===== config.mk =====
export PLATFORM = sky130hd
export DESIGN_NAME = dmem_arbiter
export DESIGN_NICKNAME = d
export VERILOG_FILES = /design/src/rtl/dmem_arbiter_pkg.sv /design/src/rtl/arb_wait_counter.sv /design/src/rtl/dmem_arbiter.sv
export SDC_FILE = /design/constraint.sdc
export NUM_CORES = 1
export LEC_CHECK = 0
export CAP_MARGIN = 20
export CORE_ASPECT_RATIO = 0.6
export CORE_UTILIZATION = 23
export CTS_CLUSTER_DIAMETER = 50
export DETAILED_ROUTE_END_ITERATION = 10
export GPL_TIMING_DRIVEN = 0
export PLACE_DENSITY = 0.73
export SYNTH_ARGS = -nofsm -noshare
export SYNTH_HDL_FRONTEND = slang
export SYNTH_HIERARCHICAL = 1
export SYNTH_SLANG_ARGS = --single-unit

===== constraint.sdc =====
create_clock -name clock -period 2 [get_ports clock]
set_input_delay 0.5 -clock clock [delete_from_list [all_inputs] [get_ports clock]]
set_output_delay 0.5 -clock clock [all_outputs]
set_load 0.005 [all_outputs]

===== src/rtl/dmem_arbiter_pkg.sv =====
// Shared definitions for the data-memory arbiter: read-return owner
// encodings and default widths.
package dmem_arbiter_pkg;

    localparam int ADDR_W_DEF = 16;
    localparam int DATA_W_DEF = 16;
    localparam int CNT_W      = 4;   // wide enough for MAX_WAIT up to 15

    typedef enum logic [1:0] {
        IDLE   = 2'd0,
        RD_CPU = 2'd1,
        RD_DMA = 2'd2
    } rd_owner_e;

endpackage


===== src/rtl/arb_wait_counter.sv =====
// Saturating starvation counter; sat flags that the DMA has waited MAX_WAIT cycles.
module arb_wait_counter
    import dmem_arbiter_pkg::*;
#(
    parameter int MAX_WAIT = 4
) (
    input  logic clock,
    input  logic reset_n,
    input  logic inc,
    input  logic clr,
    output logic sat
);

    localparam logic [CNT_W-1:0] LIMIT = CNT_W'(MAX_WAIT);

    logic [CNT_W-1:0] cnt;

    always_ff @(posedge clock or negedge reset_n) begin
        if (!reset_n)                 cnt <= '0;
        else if (clr)                 cnt <= '0;
        else if (inc && cnt != LIMIT) cnt <= cnt + 1'b1;
    end

    assign sat = (cnt == LIMIT);

endmodule


===== src/rtl/dmem_arbiter.sv =====
// Two-requester arbiter for the single-port data memory: CPU has priority
// unless the DMA has starved for MAX_WAIT cycles; read data is routed back one cycle later.
module dmem_arbiter
    import dmem_arbiter_pkg::*;
#(
    parameter int ADDR_W   = ADDR_W_DEF,
    parameter int DATA_W   = DATA_W_DEF,
    parameter int MAX_WAIT = 4
) (
    input  logic              clock,
    input  logic              reset_n,
    input  logic              cpu_req,
    input  logic              cpu_we,
    input  logic [ADDR_W-1:0] cpu_addr,
    input  logic [DATA_W-1:0] cpu_wdata,
    output logic              cpu_stall,
    output logic              cpu_rvalid,
    output logic [DATA_W-1:0] cpu_rdata,
    input  logic              dma_req,
    input  logic              dma_we,
    input  logic [ADDR_W-1:0] dma_addr,
    input  logic [DATA_W-1:0] dma_wdata,
    output logic              dma_gnt,
    output logic              dma_rvalid,
    output logic [DATA_W-1:0] dma_rdata,
    output logic              mem_read,
    output logic              mem_write,
    output logic [ADDR_W-1:0] mem_addr,
    output logic [DATA_W-1:0] mem_wdata,
    input  logic [DATA_W-1:0] mem_rdata
);

    logic      sat;
    logic      cpu_granted, dma_granted;
    rd_owner_e rd_owner, rd_owner_n;

    arb_wait_counter #(.MAX_WAIT(MAX_WAIT)) u_wait (
        .clock   (clock),
        .reset_n (reset_n),
        .inc     (dma_req & ~dma_granted),
        .clr     (dma_granted | ~dma_req),
        .sat     (sat)
    );

    // Grants are gated by reset so nothing reaches memory while reset is held.
    always_comb begin
        cpu_granted = reset_n & cpu_req & (~dma_req | ~sat);
        dma_granted = reset_n & dma_req & ~cpu_granted;
        cpu_stall   = cpu_req & ~cpu_granted;
        dma_gnt     = dma_granted;
    end

    always_comb begin
        mem_read  = 1'b0;
        mem_write = 1'b0;
        mem_addr  = '0;
        mem_wdata = '0;
        if (cpu_granted) begin
            mem_read  = ~cpu_we;
            mem_write = cpu_we;
            mem_addr  = cpu_addr;
            mem_wdata = cpu_wdata;
        end else if (dma_granted) begin
            mem_read  = ~dma_we;
            mem_write = dma_we;
            mem_addr  = dma_addr;
            mem_wdata = dma_wdata;
        end
    end

    // rd_owner records who issued the read whose data arrives next cycle.
    always_comb begin
        rd_owner_n = IDLE;
        if (cpu_granted && !cpu_we)      rd_owner_n = RD_CPU;
        else if (dma_granted && !dma_we) rd_owner_n = RD_DMA;
    end

    always_ff @(posedge clock or negedge reset_n) begin
        if (!reset_n) rd_owner <= IDLE;
        else          rd_owner <= rd_owner_n;
    end

    always_comb begin
        cpu_rvalid = (rd_owner == RD_CPU);
        dma_rvalid = (rd_owner == RD_DMA);
        cpu_rdata  = cpu_rvalid ? mem_rdata : '0;
        dma_rdata  = dma_rvalid ? mem_rdata : '0;
    end

endmodule


# Word level (Yosys, flattened, before mapping)
# Cells that the tools add are included.
[op_classes] n_addsub=1 eq_ne=4 mux=14 n_bitwise=14 reduce_logical=6
[ops] operator="$mux 16" n=6
[ops] operator="$mux 4" n=2
[ops] operator="$and 1x1->1" n=6
[ops] operator="$not 1->1" n=6
[ops] operator="$add 4x1->4 const B" n=1
[ops] operator="$eq 4x3->1 const B" n=1
[ops] operator="$mux 1" n=4
[ops] operator="$mux 2" n=2
[ops] operator="$ne 4x3->1 const B" n=1
[ops] operator="$logic_and 1x1->1" n=3
[ops] operator="$eq 2x1->1 const B" n=1
[ops] operator="$eq 2x2->1 const B" n=1
[ops] operator="$logic_not 1->1" n=2
[ops] operator="$or 1x1->1" n=2
[ops] operator="$reduce_bool 2->1" n=1
[word_totals] register_bits=6 inputBits=86 out_inout_bits=70

# Longest topological paths before layout
[logic_depth] word_depth=11 depth_mapped=10 ltp_nobuf=10

# By module
# The synthesis kept the hierarchy.
[modules_own_cells] module="dmem_arbiter" n_inst=1 cells_per_inst=165 area_per_inst_um2=967.2 seq_area_each_um2=50.0
[modules_own_cells] module="arb_wait_counter" n_inst=1 cells_per_inst=24 area_per_inst_um2=234.0 seq_area_each_um2=100.1

# Least setup slack after synthesis
# OpenSTA, ideal clock, no wires.
[synth_timing] kind="reg-to-reg" start="reg u_wait.cnt[0]" end="reg u_wait.cnt[3]" arrival_time_ps=1796 required_ps=1923 path_slack_ps=126 path_stages_with_launch=11 n_path_buf=0 synth_period_minus_slack_ps=1874 cell_sequence="dfrtp_1 -> inv_1 -> ha_1 -> nand3b_4 -> inv_2 -> nand2b_2 -> nand2_1 -> and2_1 -> nand4_1 -> or3_1 -> a21oi_1"
[synth_between] elab_chain_cells=10 word_cells_on_any_way=15 cone_classes="add/sub: 1; eq/ne: 2; mux: 2; bitwise: 8; reduce/logical: 2"
[synth_rtl] item="start, declared" line="arb_wait_counter.sv:16" source="logic [CNT_W-1:0] cnt;"
[synth_rtl] item="start signal, assigned" line="arb_wait_counter.sv:21" source="else if (inc && cnt != LIMIT) cnt <= cnt + 1'b1;"
[synth_rtl] item="$eq 4x3->1 *" line="arb_wait_counter.sv:24" source="assign sat = (cnt == LIMIT);"
[synth_rtl] item="net sat" line="dmem_arbiter.sv:33" source="logic sat;"
[synth_rtl] item="$not 1->1 *" line="dmem_arbiter.sv:47" source="cpu_granted = reset_n & cpu_req & (~dma_req | ~sat);"
[synth_rtl] item="$or 1x1->1 *" line="dmem_arbiter.sv:47"
[synth_rtl] item="$and 1x1->1 *" line="dmem_arbiter.sv:47"
[synth_rtl] item="$not 1->1 *" line="dmem_arbiter.sv:48" source="dma_granted = reset_n & dma_req & ~cpu_granted;"
[synth_rtl] item="$and 1x1->1 *" line="dmem_arbiter.sv:48"
[synth_rtl] item="$not 1->1" line="dmem_arbiter.sv:40" source=".inc (dma_req & ~dma_granted),"
[synth_rtl] item="$and 1x1->1" line="dmem_arbiter.sv:40"
[synth_rtl] item="$logic_and 1x1->1" line="arb_wait_counter.sv:21"
[synth_rtl] item="$reduce_bool 2->1 (no source line)"
# The timed path passes the listed nets; every way through them passes the cells marked *. The select of a mux whose other input is x is not followed.
# A chain may end at the register's enable or synchronous reset.

# Worst setup path after layout
[layout_timing] start="reg u_wait.cnt[1]" end="out mem_read"
[layout_between] elab_chain_cells=8
[layout_rtl] item="$eq 4x3->1 *" line="arb_wait_counter.sv:24"
[layout_rtl] item="net sat" line="dmem_arbiter.sv:33"
[layout_rtl] item="$not 1->1 *" line="dmem_arbiter.sv:47"
[layout_rtl] item="$or 1x1->1 *" line="dmem_arbiter.sv:47"
[layout_rtl] item="$and 1x1->1 *" line="dmem_arbiter.sv:47"
[layout_rtl] item="$not 1->1" line="dmem_arbiter.sv:48"
[layout_rtl] item="$and 1x1->1" line="dmem_arbiter.sv:48"
[layout_rtl] item="$mux 1" line="dmem_arbiter.sv:63" source="end else if (dma_granted) begin"
[layout_rtl] item="$mux 1 *" line="dmem_arbiter.sv:58" source="if (cpu_granted) begin"
[layout_rtl] item="end, declared" line="dmem_arbiter.sv:26" source="output logic mem_read,"
# The timed path passes the listed nets; every way through them passes the cells marked *.

==> results list <==
- Weighted congestion reported at the end of routability-driven placement: 0.839
- Detail Route Antenna Nets: 0
- Cell at the root of the clock tree: sky130_fd_sc_hd__clkbuf_8
- Effective utilization at floorplan: 25.1%
- Hold Buf Count CTS: 0
* Sw Pwr: 0.256 mW
* Avg Inst Size Synth: 6.36 sq um
- Per report_power, the sequential group accounts for 15.5% of the total.
* Post-synthesis cell type count: 25
* Hold Slack: 112 ps
- TritonCTS built the clock tree.
* Total overflow reported by the global router: 0
- Cell internal power was estimated by the tool at 0.566 mW.
- Skew-Pair Late Insertion Delay: 220 ps
- Register-to-Register Path Depth: 11
* Via Count: 2046
- Counting every net in the synthesized netlist gives 277.
- Along the worst path, the maximum fanout reaches 4.
- # clock sinks: 6
- Max-slew headroom at the worst pin: 80.5%
* Violated checks: negative setup slack
* Dominant cell by count in the synthesized netlist: sky130_fd_sc_hd__nand2_1
* Status: finished, violations left
- The worst setup path is launched from a flop.
- Number of instances in the synthesized netlist: 189
- Setup repair after global routing missed its margin: yes
- Layout net count: 458
- Buffers from clock root to sink, at most: 2
- Power consumption: 0.822 mW
- The tool flagged a number of max-cap violations equal to 0.
- Post-layout util: 65.1%
- Global-route wire length before repair: 9090 um
* Peak clock frequency supported by timing: 0.462 GHz
- The die covers 5520 sq um.
* Dominant cell type by area after synthesis: sky130_fd_sc_hd__nand2_1
- Total detailed-routing wirelength: 6120 um
* CTS Buf Count: 3
* Most instantiated cells after synthesis: sky130_fd_sc_hd__nand2_1, sky130_fd_sc_hd__and2_1, sky130_fd_sc_hd__o22ai_1, sky130_fd_sc_hd__buf_6
- STA puts the critical path data required time at 1500 ps.
- Routed WL per cell: 14.2 um
- # setup viols final: 36
- CTS clk-pin slew, worst paths: 40 ps
- Before CTS, the worst setup slack after placement is -909 ps.
* Met2 GRT Util: 40.6%
- Class of the most critical hold timing path: in -> async
* Worst vdd rail ir drop: 0.000198 V
- The worst setup path is captured at an output port.
* Total of flip-flops plus latches after synthesis: 6
- Starting DRC count in detailed routing: 52
* Number of detailed-routing iterations run before antenna repair: 4
* Core Footprint: 4780 sq um
- Number of antenna violations at the first check in global routing: 0
- Entering global routing, the biggest net connects 11 pins.
- Data arrives at the worst endpoint at 1670 ps.
- Number of design rule violations left after detail routing: 0
- After synthesis, the largest area contributor takes up 21.6% of total cell area.
* Clock skew after layout: 2.90 ps
- H-tree depth reported by CTS: 1
- Critical path class: reg -> out
- Number of core rows: 19
- I/O Buffers: 155
- Ant diodes: 0
- Hold Vio Cnt, Final: 0
- Ranked by total cell area, the synthesized netlist is headed by sky130_fd_sc_hd__nand2_1, sky130_fd_sc_hd__and2_1, sky130_fd_sc_hd__o22ai_1.
- The smallest clock period supported by the final layout is computed as 2170 ps.
* Fin. max-slew vios: 0
- EDFF count, synth: 0
- For this run, asynchronously set or reset flops after synthesis account for 100%.
- Worst-Margin Slew: 293 ps
- Clk pwr share: 22.1%
* Final period utilization: 108%
* Fraction of final layout cells with drive strength greater than 1: 34.8%
- The most used flip-flop cell after synthesis is sky130_fd_sc_hd__dfrtp_1.
* Grt met3 use: 5.64%
- After filler insertion, the fill cell instance count of the layout stands at 429.
- Met1 capacity usage during global routing: 22.5%
- The via count of the first global-routing pass is 2035.
- Measured along the y axis, the die boundary spans 58.0 um.
* P per Cell Area: 264 nW/um^2
* Sw Ratio: 31.1%
* Vias per inst: 4.75
- During synthesis, Yosys emitted a total of 6 warnings.
- After synthesis the cells add up to 1200 sq um.
- Power share of the combinational group: 62.4%
- DP HPWL: 4570 um
- For this design the static power due to leakage is 1.56 nW.
- Area growth from synthesis to final layout: 159%
* Part of the Yosys area used for sequential elements: 12.5%
* I/O Pins: 156
* Aggregate global-route resource usage: 21.1%
- From left edge to right edge, the die measures 95.3 um.
- Setup slack on the critical path of the routed design comes to -167 ps.
* Routing layer with the top usage in global route: met2
==> critical path: stages, from the launching register on <==
cell,delay (ps)
sky130_fd_sc_hd__dfrtp_1,380
sky130_fd_sc_hd__inv_2,90
sky130_fd_sc_hd__ha_4,140
sky130_fd_sc_hd__nand3b_4,90
sky130_fd_sc_hd__inv_4,80
sky130_fd_sc_hd__nand2b_4,180
sky130_fd_sc_hd__buf_6,120
sky130_fd_sc_hd__nand3_4,80
sky130_fd_sc_hd__o32ai_2,110
sky130_fd_sc_hd__buf_2,160
==> routing by layer <==
metal	routed length, um	part of all wire (%)
met5	0	0
met4	25	0.41
met3	581	9.5
met2	3160	52
met1	2350	38
==> logic make-up (layout without fill, tap and decap cells) <==
family | after synthesis | in the layout | synth area share [%]
and+or+nand+nor | 119 | 120 | 48.5
adders and majority gates | 2 | 2 | 2.08
DFF | 6 | 6 | 12.5
buffers and inverters | 21 | 199 | 12.5
AOI/OAI and AO/OA | 41 | 41 | 24.4
==> path summary, 6_finish.rpt <==
check / slack (ps) / startpoint / endpoint
min in group clock: 560 / u_wait/cnt[3] / u_wait/cnt[3]
setup / recovery: -170 / u_wait/cnt[1] / mem_read
hold / removal: 110 / reset_n / u_wait/cnt[0]
setup reg to reg: -10 / u_wait/cnt[1] / u_wait/cnt[3]
hold reg to reg: 560 / u_wait/cnt[3] / u_wait/cnt[3]
max in group asynchronous: 1720 / reset_n / u_wait/cnt[1]
==> cell type report <==
cell class / count / area, sq um / area share, %
Buffer: 16 / 141 / 4.55
Tap cell: 63 / 78.8 / 2.53
Clock buffer: 3 / 41.3 / 1.33
Inverter: 5 / 21.3 / 0.684
Multi-Input combinational cell: 163 / 1150 / 36.8
Sequential cell: 6 / 150 / 4.83
Timing Repair Buffer: 175 / 1530 / 49.2
==> layout by cell type (no fill, tap or decap), types with 2 or more instances in the layout <==
master                             n
sky130_fd_sc_hd__a21o_2            2
sky130_fd_sc_hd__a21oi_1           4
sky130_fd_sc_hd__and2_1           32
sky130_fd_sc_hd__and2b_2           2
sky130_fd_sc_hd__buf_2            41
sky130_fd_sc_hd__buf_4            15
sky130_fd_sc_hd__buf_6            13
sky130_fd_sc_hd__clkbuf_8          3
sky130_fd_sc_hd__clkdlybuf4s15_1   3
sky130_fd_sc_hd__clkdlybuf4s50_1  82
sky130_fd_sc_hd__dfrtp_1           6
sky130_fd_sc_hd__dlygate4sd2_1    31
sky130_fd_sc_hd__dlymetal6s2s_1    2
sky130_fd_sc_hd__inv_2             4
sky130_fd_sc_hd__nand2_1          69
sky130_fd_sc_hd__nand2_4           2
sky130_fd_sc_hd__nand3_1           3
sky130_fd_sc_hd__nor2_1            2
sky130_fd_sc_hd__nor3_1            2
sky130_fd_sc_hd__o22ai_2          31
==> metrics by stage <==
step           cell area, sq um  setup TNS [ps]  cells
2_1_floorplan              1200               0    189
3_3_place_gp               2830          -34140    407
3_5_place_dp               2830          -34670    407
4_1_cts                    3000           -3690    428
5_1_grt                    3110           -6840    431
6_report                   3110           -4720    431
==> registers in the layout, indices dropped and copies added (netlist names) <==
signal	flops
rd_owner	2
u_wait/cnt	4
==> what timing repair did <==
| item | in CTS | in global routing |
|---|---|---|
| resized for setup | 226 | 18 |
| buffers inserted | 14 | 3 |
| setup endpoints to repair | 74 | 42 |
| gates cloned | 4 | 0 |
| pin swaps | 8 | 6 |
==> power by group through the flow <==
stage	Clock (mW)	Combinational, mW	Sequential [mW]
detailed placement	0	0.474	0.129
floorplan	0	0.157	0.128
global placement	0	0.470	0.129
finish	0.182	0.513	0.127
CTS	0.184	0.491	0.127
global route	0.194	0.551	0.128
(Power assumes the default switching activity.)
